--- src/rtl/gc_pkg.sv ---
`default_nettype none
// ---------------------------------------------------------------------------
// gc_pkg : shared widths, frame type and word-extraction helper for the
//          garbled-table serializer.   rev 1.0
// ---------------------------------------------------------------------------
package gc_pkg;

    localparam int LABEL_W         = 80;
    localparam int GID_W           = 64;
    localparam int TX_W            = 32;
    localparam int WORDS_PER_FRAME = 10;
    localparam int FLAT_W          = WORDS_PER_FRAME * TX_W;

    typedef struct packed {
        logic [GID_W-1:0]   gid;
        logic [LABEL_W-1:0] t01;
        logic [LABEL_W-1:0] t10;
        logic [LABEL_W-1:0] t11;
    } gc_frame_t;

    localparam int PAD_W = FLAT_W - $bits(gc_frame_t);

    typedef enum logic [0:0] {
        S_IDLE = 1'b0,
        S_SEND = 1'b1
    } ser_state_t;

    // Word 0 is the most significant 32 bits of {frame, zero pad}.
    function automatic logic [TX_W-1:0] frame_word(input gc_frame_t f, input logic [3:0] idx);
        logic [FLAT_W-1:0] flat;
        flat = {f, {PAD_W{1'b0}}};
        if (int'(idx) >= WORDS_PER_FRAME)
            return '0;
        return flat[FLAT_W-1 - int'(idx)*TX_W -: TX_W];
    endfunction

endpackage
`default_nettype wire

--- src/rtl/gc_frame_fifo.sv ---
`default_nettype none
// ---------------------------------------------------------------------------
// gc_frame_fifo : show-ahead synchronous FIFO of gc_frame_t; a push while
//                 full is accepted when a pop happens in the same cycle. rev 1.0
// ---------------------------------------------------------------------------
module gc_frame_fifo
    import gc_pkg::*;
#(
    parameter int DEPTH = 4
) (
    input  logic      clk,
    input  logic      reset_n,
    input  logic      push,
    input  gc_frame_t wr_data,
    input  logic      pop,
    output gc_frame_t rd_data,
    output logic      full,
    output logic      empty
);

    localparam int AW = $clog2(DEPTH);

    gc_frame_t         mem [DEPTH];
    logic [AW-1:0]     wr_ptr;
    logic [AW-1:0]     rd_ptr;
    logic [AW:0]       count;
    logic              do_push;
    logic              do_pop;

    assign full    = (count == (AW+1)'(DEPTH));
    assign empty   = (count == '0);
    assign do_pop  = pop & ~empty;
    assign do_push = push & (~full | do_pop);
    assign rd_data = mem[rd_ptr];

    // Pointers wrap naturally because DEPTH is a power of two.
    always_ff @(posedge clk or negedge reset_n) begin
        if (!reset_n) begin
            wr_ptr <= '0;
            rd_ptr <= '0;
            count  <= '0;
        end else begin
            if (do_push)
                wr_ptr <= wr_ptr + 1'b1;
            if (do_pop)
                rd_ptr <= rd_ptr + 1'b1;
            count <= count + (AW+1)'(do_push) - (AW+1)'(do_pop);
        end
    end

    always_ff @(posedge clk) begin
        if (do_push)
            mem[wr_ptr] <= wr_data;
    end

endmodule
`default_nettype wire

--- src/rtl/gc_table_serializer.sv ---
`default_nettype none
// ---------------------------------------------------------------------------
// gc_table_serializer : captures evaluator gate results, writes Gc to label
//                       memory and streams {gid,t01,t10,t11} as 10 words. rev 1.0
// ---------------------------------------------------------------------------
module gc_table_serializer
    import gc_pkg::*;
#(
    parameter int DEPTH  = 4,
    parameter int ADDR_W = 16
) (
    input  logic               clk,
    input  logic               reset_n,
    input  logic               in_valid,
    input  logic [GID_W-1:0]   in_gid,
    input  logic [LABEL_W-1:0] in_gc,
    input  logic [LABEL_W-1:0] in_t01,
    input  logic [LABEL_W-1:0] in_t10,
    input  logic [LABEL_W-1:0] in_t11,
    output logic               gc_we,
    output logic [ADDR_W-1:0]  gc_addr,
    output logic [LABEL_W-1:0] gc_data,
    output logic [TX_W-1:0]    tx_data,
    output logic               tx_valid,
    output logic               tx_last,
    input  logic               tx_ready,
    output logic               fifo_full,
    output logic               overflow,
    input  logic               clr_overflow,
    output logic [31:0]        frame_cnt
);

    localparam logic [3:0] LAST_IDX = 4'(WORDS_PER_FRAME - 1);

    logic       in_valid_q;
    logic       capture;
    gc_frame_t  cap_frame;
    gc_frame_t  fifo_rd;
    logic       fifo_empty;
    logic       push_req;
    logic       push_ok;
    logic       drop;

    ser_state_t state, state_d;
    logic [3:0] idx, idx_d;
    gc_frame_t  frame;
    logic       load_fifo;
    logic       load_bypass;
    logic       hs;
    logic       last_hs;

    assign capture = in_valid & ~in_valid_q;

    // gc_we doubles as the "captured frame is on offer" strobe.
    always_ff @(posedge clk or negedge reset_n) begin
        if (!reset_n) begin
            in_valid_q <= 1'b0;
            gc_we      <= 1'b0;
            gc_addr    <= '0;
            gc_data    <= '0;
            cap_frame  <= '0;
        end else begin
            in_valid_q <= in_valid;
            gc_we      <= capture;
            if (capture) begin
                gc_addr   <= in_gid[ADDR_W-1:0];
                gc_data   <= in_gc;
                cap_frame <= '{gid: in_gid, t01: in_t01, t10: in_t10, t11: in_t11};
            end
        end
    end

    // When idle with an empty FIFO the offered frame goes straight to the
    // frame register, giving the two-cycle capture-to-valid latency.
    assign push_req = gc_we & ~load_bypass;
    assign push_ok  = push_req & (~fifo_full | load_fifo);
    assign drop     = push_req & ~push_ok;

    gc_frame_fifo #(.DEPTH(DEPTH)) u_fifo (
        .clk     (clk),
        .reset_n (reset_n),
        .push    (push_req),
        .wr_data (cap_frame),
        .pop     (load_fifo),
        .rd_data (fifo_rd),
        .full    (fifo_full),
        .empty   (fifo_empty)
    );

    assign tx_valid = (state == S_SEND);
    assign hs       = tx_valid & tx_ready;
    assign last_hs  = hs & (idx == LAST_IDX);
    assign tx_last  = tx_valid & (idx == LAST_IDX);
    assign tx_data  = frame_word(frame, idx);

    always_comb begin
        state_d     = state;
        idx_d       = idx;
        load_fifo   = 1'b0;
        load_bypass = 1'b0;
        case (state)
            S_IDLE: begin
                if (!fifo_empty) begin
                    load_fifo = 1'b1;
                    state_d   = S_SEND;
                    idx_d     = '0;
                end else if (gc_we) begin
                    load_bypass = 1'b1;
                    state_d     = S_SEND;
                    idx_d       = '0;
                end
            end
            S_SEND: begin
                if (last_hs) begin
                    idx_d = '0;
                    if (!fifo_empty)
                        load_fifo = 1'b1;
                    else
                        state_d = S_IDLE;
                end else if (hs) begin
                    idx_d = idx + 4'd1;
                end
            end
            default: state_d = S_IDLE;
        endcase
    end

    always_ff @(posedge clk or negedge reset_n) begin
        if (!reset_n) begin
            state     <= S_IDLE;
            idx       <= '0;
            frame     <= '0;
            frame_cnt <= '0;
        end else begin
            state <= state_d;
            idx   <= idx_d;
            if (load_fifo)
                frame <= fifo_rd;
            else if (load_bypass)
                frame <= cap_frame;
            if (last_hs)
                frame_cnt <= frame_cnt + 32'd1;
        end
    end

    // A drop in the same cycle as a clear keeps the flag set.
    always_ff @(posedge clk or negedge reset_n) begin
        if (!reset_n)
            overflow <= 1'b0;
        else if (drop)
            overflow <= 1'b1;
        else if (clr_overflow)
            overflow <= 1'b0;
    end

endmodule
`default_nettype wire

--- config.mk ---
export PLATFORM = sky130hd
export DESIGN_NAME = gc_table_serializer
export DESIGN_NICKNAME = d
export VERILOG_FILES = /design/src/rtl/gc_pkg.sv /design/src/rtl/gc_frame_fifo.sv /design/src/rtl/gc_table_serializer.sv
export SDC_FILE = /design/constraint.sdc
export NUM_CORES = 2
export LEC_CHECK = 0
export BUFFER_PORTS_ARGS = -buffer_cell sky130_fd_sc_hd__buf_4
export CORE_MARGIN = 8
export CORE_UTILIZATION = 55
export DETAILED_ROUTE_END_ITERATION = 10
export HOLD_SLACK_MARGIN = 0.05
export PLACE_DENSITY = 0.8
export SLEW_MARGIN = 20
export SYNTH_ARGS = -nofsm -noshare
export SYNTH_HDL_FRONTEND = slang
export SYNTH_SLANG_ARGS = --single-unit
--- constraint.sdc ---
create_clock -name clk -period 13.65 [get_ports clk]
set_clock_uncertainty 0.05 [all_clocks]
set_input_delay 0.6825 -clock clk [delete_from_list [all_inputs] [get_ports clk]]
set_output_delay 0.6825 -clock clk [all_outputs]
set_load 0.1 [all_outputs]
==> flow_summary.yaml <==
grt:
  grt_start_max_net_pins: 180
  antenna_found_initial: 18
  overflow: 0
  track_usage_pct: 26.1
  grt_pass1_wl_um: 296000
  grt_pass1_vias: 45043
timing:
  rsz0062_at_grt: "false"
  tns_ns: 0
  maxSlewHeadroom_pct: 23.5
  report.final.slew_viol_count: 0
  hold_viol_final: 0
  setup_viol: 0
  finalCritPeriodShare_pct: 45.3
  clock.fmax_mhz: 162
  post-route-min-period_ns: 6.18
  tightest_slew_ns: 1.15
logic_synthesis:
  synth-main-ff-cell: "edfxtp_1"
  synth_cell_type_count: 53
  synth_area_um2: 75900
  synth_largest_area_cell: "edfxtp_1"
  synth_top_area_share_pct: 48.1
  avgSynthCellArea_um2: 17.9
  seq_area_frac_synth_pct: 72.4
  synthArstFlopShare_pct: 37.7
  synthTopCellsByArea: "edfxtp_1, dfrtp_1, mux4_2, mux2_2, nand2_1"
  ys_seq_elements: 1951
  syn_nets: 4635
  synth_most_common_cell: "edfxtp_1"
  yosys_warnings: 0
  netlist_instances: 4233
  synthTopCellsByCount: "edfxtp_1, dfrtp_1, nand2_1"
  synth_edf_count: 1216
route:
  wl_per_cell_um: 28.1
  drtAntennaViolNets: 0
  route.vias.total: 43243
  viasPerCell: 6.11
  drt-initial-drc-count: 4656
  drt_wl_total_um: 199000
  route.detailed.drc: 0
  drt_first_pass_iters: 9
setup_path:
  worst_ep_required_time_ns: 12.92
  crit_type: "reg -> out"
  startpoint: "idx[1]"
  cp.arrival_ns: 5.45
  endpoint: "tx_data[23]"
  r2r_slack_ns: 8.34
  r2r-end: "u_fifo.mem[0][135]"
  startpoint_type: "flop"
  crit_path_end_kind: "output port"
  r2r_cells: 7
  critPathMaxFanout: 35
  r2r-start: "idx[1]"
run_status:
  outcome: "completed"
cts:
  clock_latency_ns: 0.82
  cts_root_buf: "clkbuf_16"
  cts_buffers: 189
  cts_tree: "yes"
  clock-sinks: 1951
  cts_resized: 0
  cts_buffer_depth: 3
  clkSlewWorstSetupHoldPaths_ns: 0.06
  htreeDepth: 4
  post-cts-setup-buffers: 0
cells_and_area:
  fin_util_pct: 66.6
  fin_nets: 5510
  nFillCells: 8802
  area_growth_pct: 20.4
  drive_above_1_share_pct: 31.5
floorplanning:
  initial_core_util_pct: 55.3
  die_area_um2: 150000
  num_rows: 136
  die_height_um: 387
  die_x_um: 387
  core_area_um2: 137000
  top_level_ports: 554
power:
  p_int_mw: 12.8
  p_sw_share_pct: 35.4
  p_per_area_nw_per_um2: 218
  comb_power_share_pct: 30.8
  leakage_nw: 34.0
  p_clk_share_pct: 27.1
  switchingPower_mw: 7.04
  p_seq_share_pct: 42.1
  vdd_drop_max_uv: 609
place:
  port_buffers: 553
  dp_hpwl_um: 117000
  gp_congestion: 0.875
worst_hold_path:
  hold_path_class: "in -> reg"
job:
  max-cap-violations: 0
sequential cells by signal (all words and copies together) (netlist names), 2 cells and up:
signal / cells
idx: 4
cap_frame: 289
frame: 304
u_fifo.wr_ptr: 2
gc_addr: 15
gc_data: 80
u_fifo.count: 3
frame_cnt: 32
u_fifo.rd_ptr: 2
u_fifo.mem: 1216
worst min-delay path by stage:
stage,cells after the start,from,to,slack (ns)
floorplan,0,reset_n,cap_frame[0],0.34
global placement,1,frame_cnt[31],frame_cnt[31],0.41
detailed placement,1,frame_cnt[31],frame_cnt[31],0.43
CTS,2,in_gid[29],cap_frame[269],0.05
global route,2,in_t10[19],cap_frame[99],0.07
finish,2,in_t10[55],cap_frame[135],0.11
cell families (layout without fill, tap and decap cells):
group	Yosys count	in the layout	share of synthesized area, %
adder cells (fa/ha/maj)	13	13	0.224
AO/OA/AOI/OAI	401	401	3.92
other	0	8	0
multiplexers	804	804	16.8
AND/OR/NAND/NOR	742	742	4.10
buffers and inverters	282	1324	2.06
XOR/XNOR	40	40	0.487
flip-flops	1951	1951	72.4
power groups by stage:
stage / registers, mW / logic, mW / clock network [mW]
floorplan: 8.41 / 4.08 / 0
global placement: 8.38 / 5.83 / 0
detailed placement: 8.45 / 5.94 / 0
CTS: 8.35 / 6.07 / 5.43
global route: 8.47 / 6.38 / 5.66
finish: 8.37 / 6.13 / 5.38
layer usage:
metal	track usage, %	share of wire, %	vias to the layer above	wire length (um)
li1	-	-	18145	-
met5	0	0.011	-	21
met2	40.9	48	2188	96000
met1	35.0	38	22557	75400
met3	7.29	9.8	349	19600
met4	10.2	3.9	4	7800
final cells by class:
cell class              instances  area (um2)  share of cell area [%]
clock inverters                99        1180                    1.30
clock buffers                 259        5260                    5.75
repair buffers                954        8220                    9.00
multi-input cells            2000       19400                    21.3
diodes                          8        20.0                  0.0219
inverters                      12        45.0                  0.0493
flip-flops and latches       1951       54900                    60.1
well taps                    1794        2240                    2.46
layout by cell type, fill, tap and decap left out, types with 12 or more instances in the layout:
cell type / count
a22oi_1: 314
and3_1: 13
buf_12: 12
buf_4: 587
bufinv_16: 20
clkbuf_1: 46
clkbuf_16: 191
clkbuf_8: 22
clkinv_1: 26
clkinv_2: 32
dfrtp_1: 731
dlygate4sd3_1: 352
edfxtp_1: 1216
inv_1: 12
mux2_2: 416
mux2i_1: 52
mux4_2: 336
nand2_1: 631
nand3_1: 19
nand4_1: 14
nor2_1: 14
o21ai_0: 14
o22ai_1: 25
xnor2_1: 23
xor2_1: 16
per-stage QoR:
stage	instances	hold WS (ns)	area (um2)	setup WS (ns)	total power, mW
finish	7077	0.107	91300	7.47	19.9
global route	7074	0.0685	91300	7.41	20.5
CTS	7069	0.0517	91300	7.71	19.9
detailed placement	6359	0.425	81300	8.43	14.4
global placement	6358	0.410	81300	8.45	14.2
floorplan	4233	0.337	75900	4.14	12.5
worst max-delay path: stages (launching register included):
cell	delay [ns]
dfrtp_4	0.76
inv_1	0.36
ha_2	1.03
nand2_1	0.53
o22ai_1	0.70
o21ai_0	0.23
a21oi_1	0.59
buf_4	0.41
repair_timing:
item,4_1_cts,5_1_grt
endpoints found under the hold margin,435,0
endpoints found under the setup margin,0,0
hold buffers,352,0
Note: power is estimated with default switching activity, not from simulation.
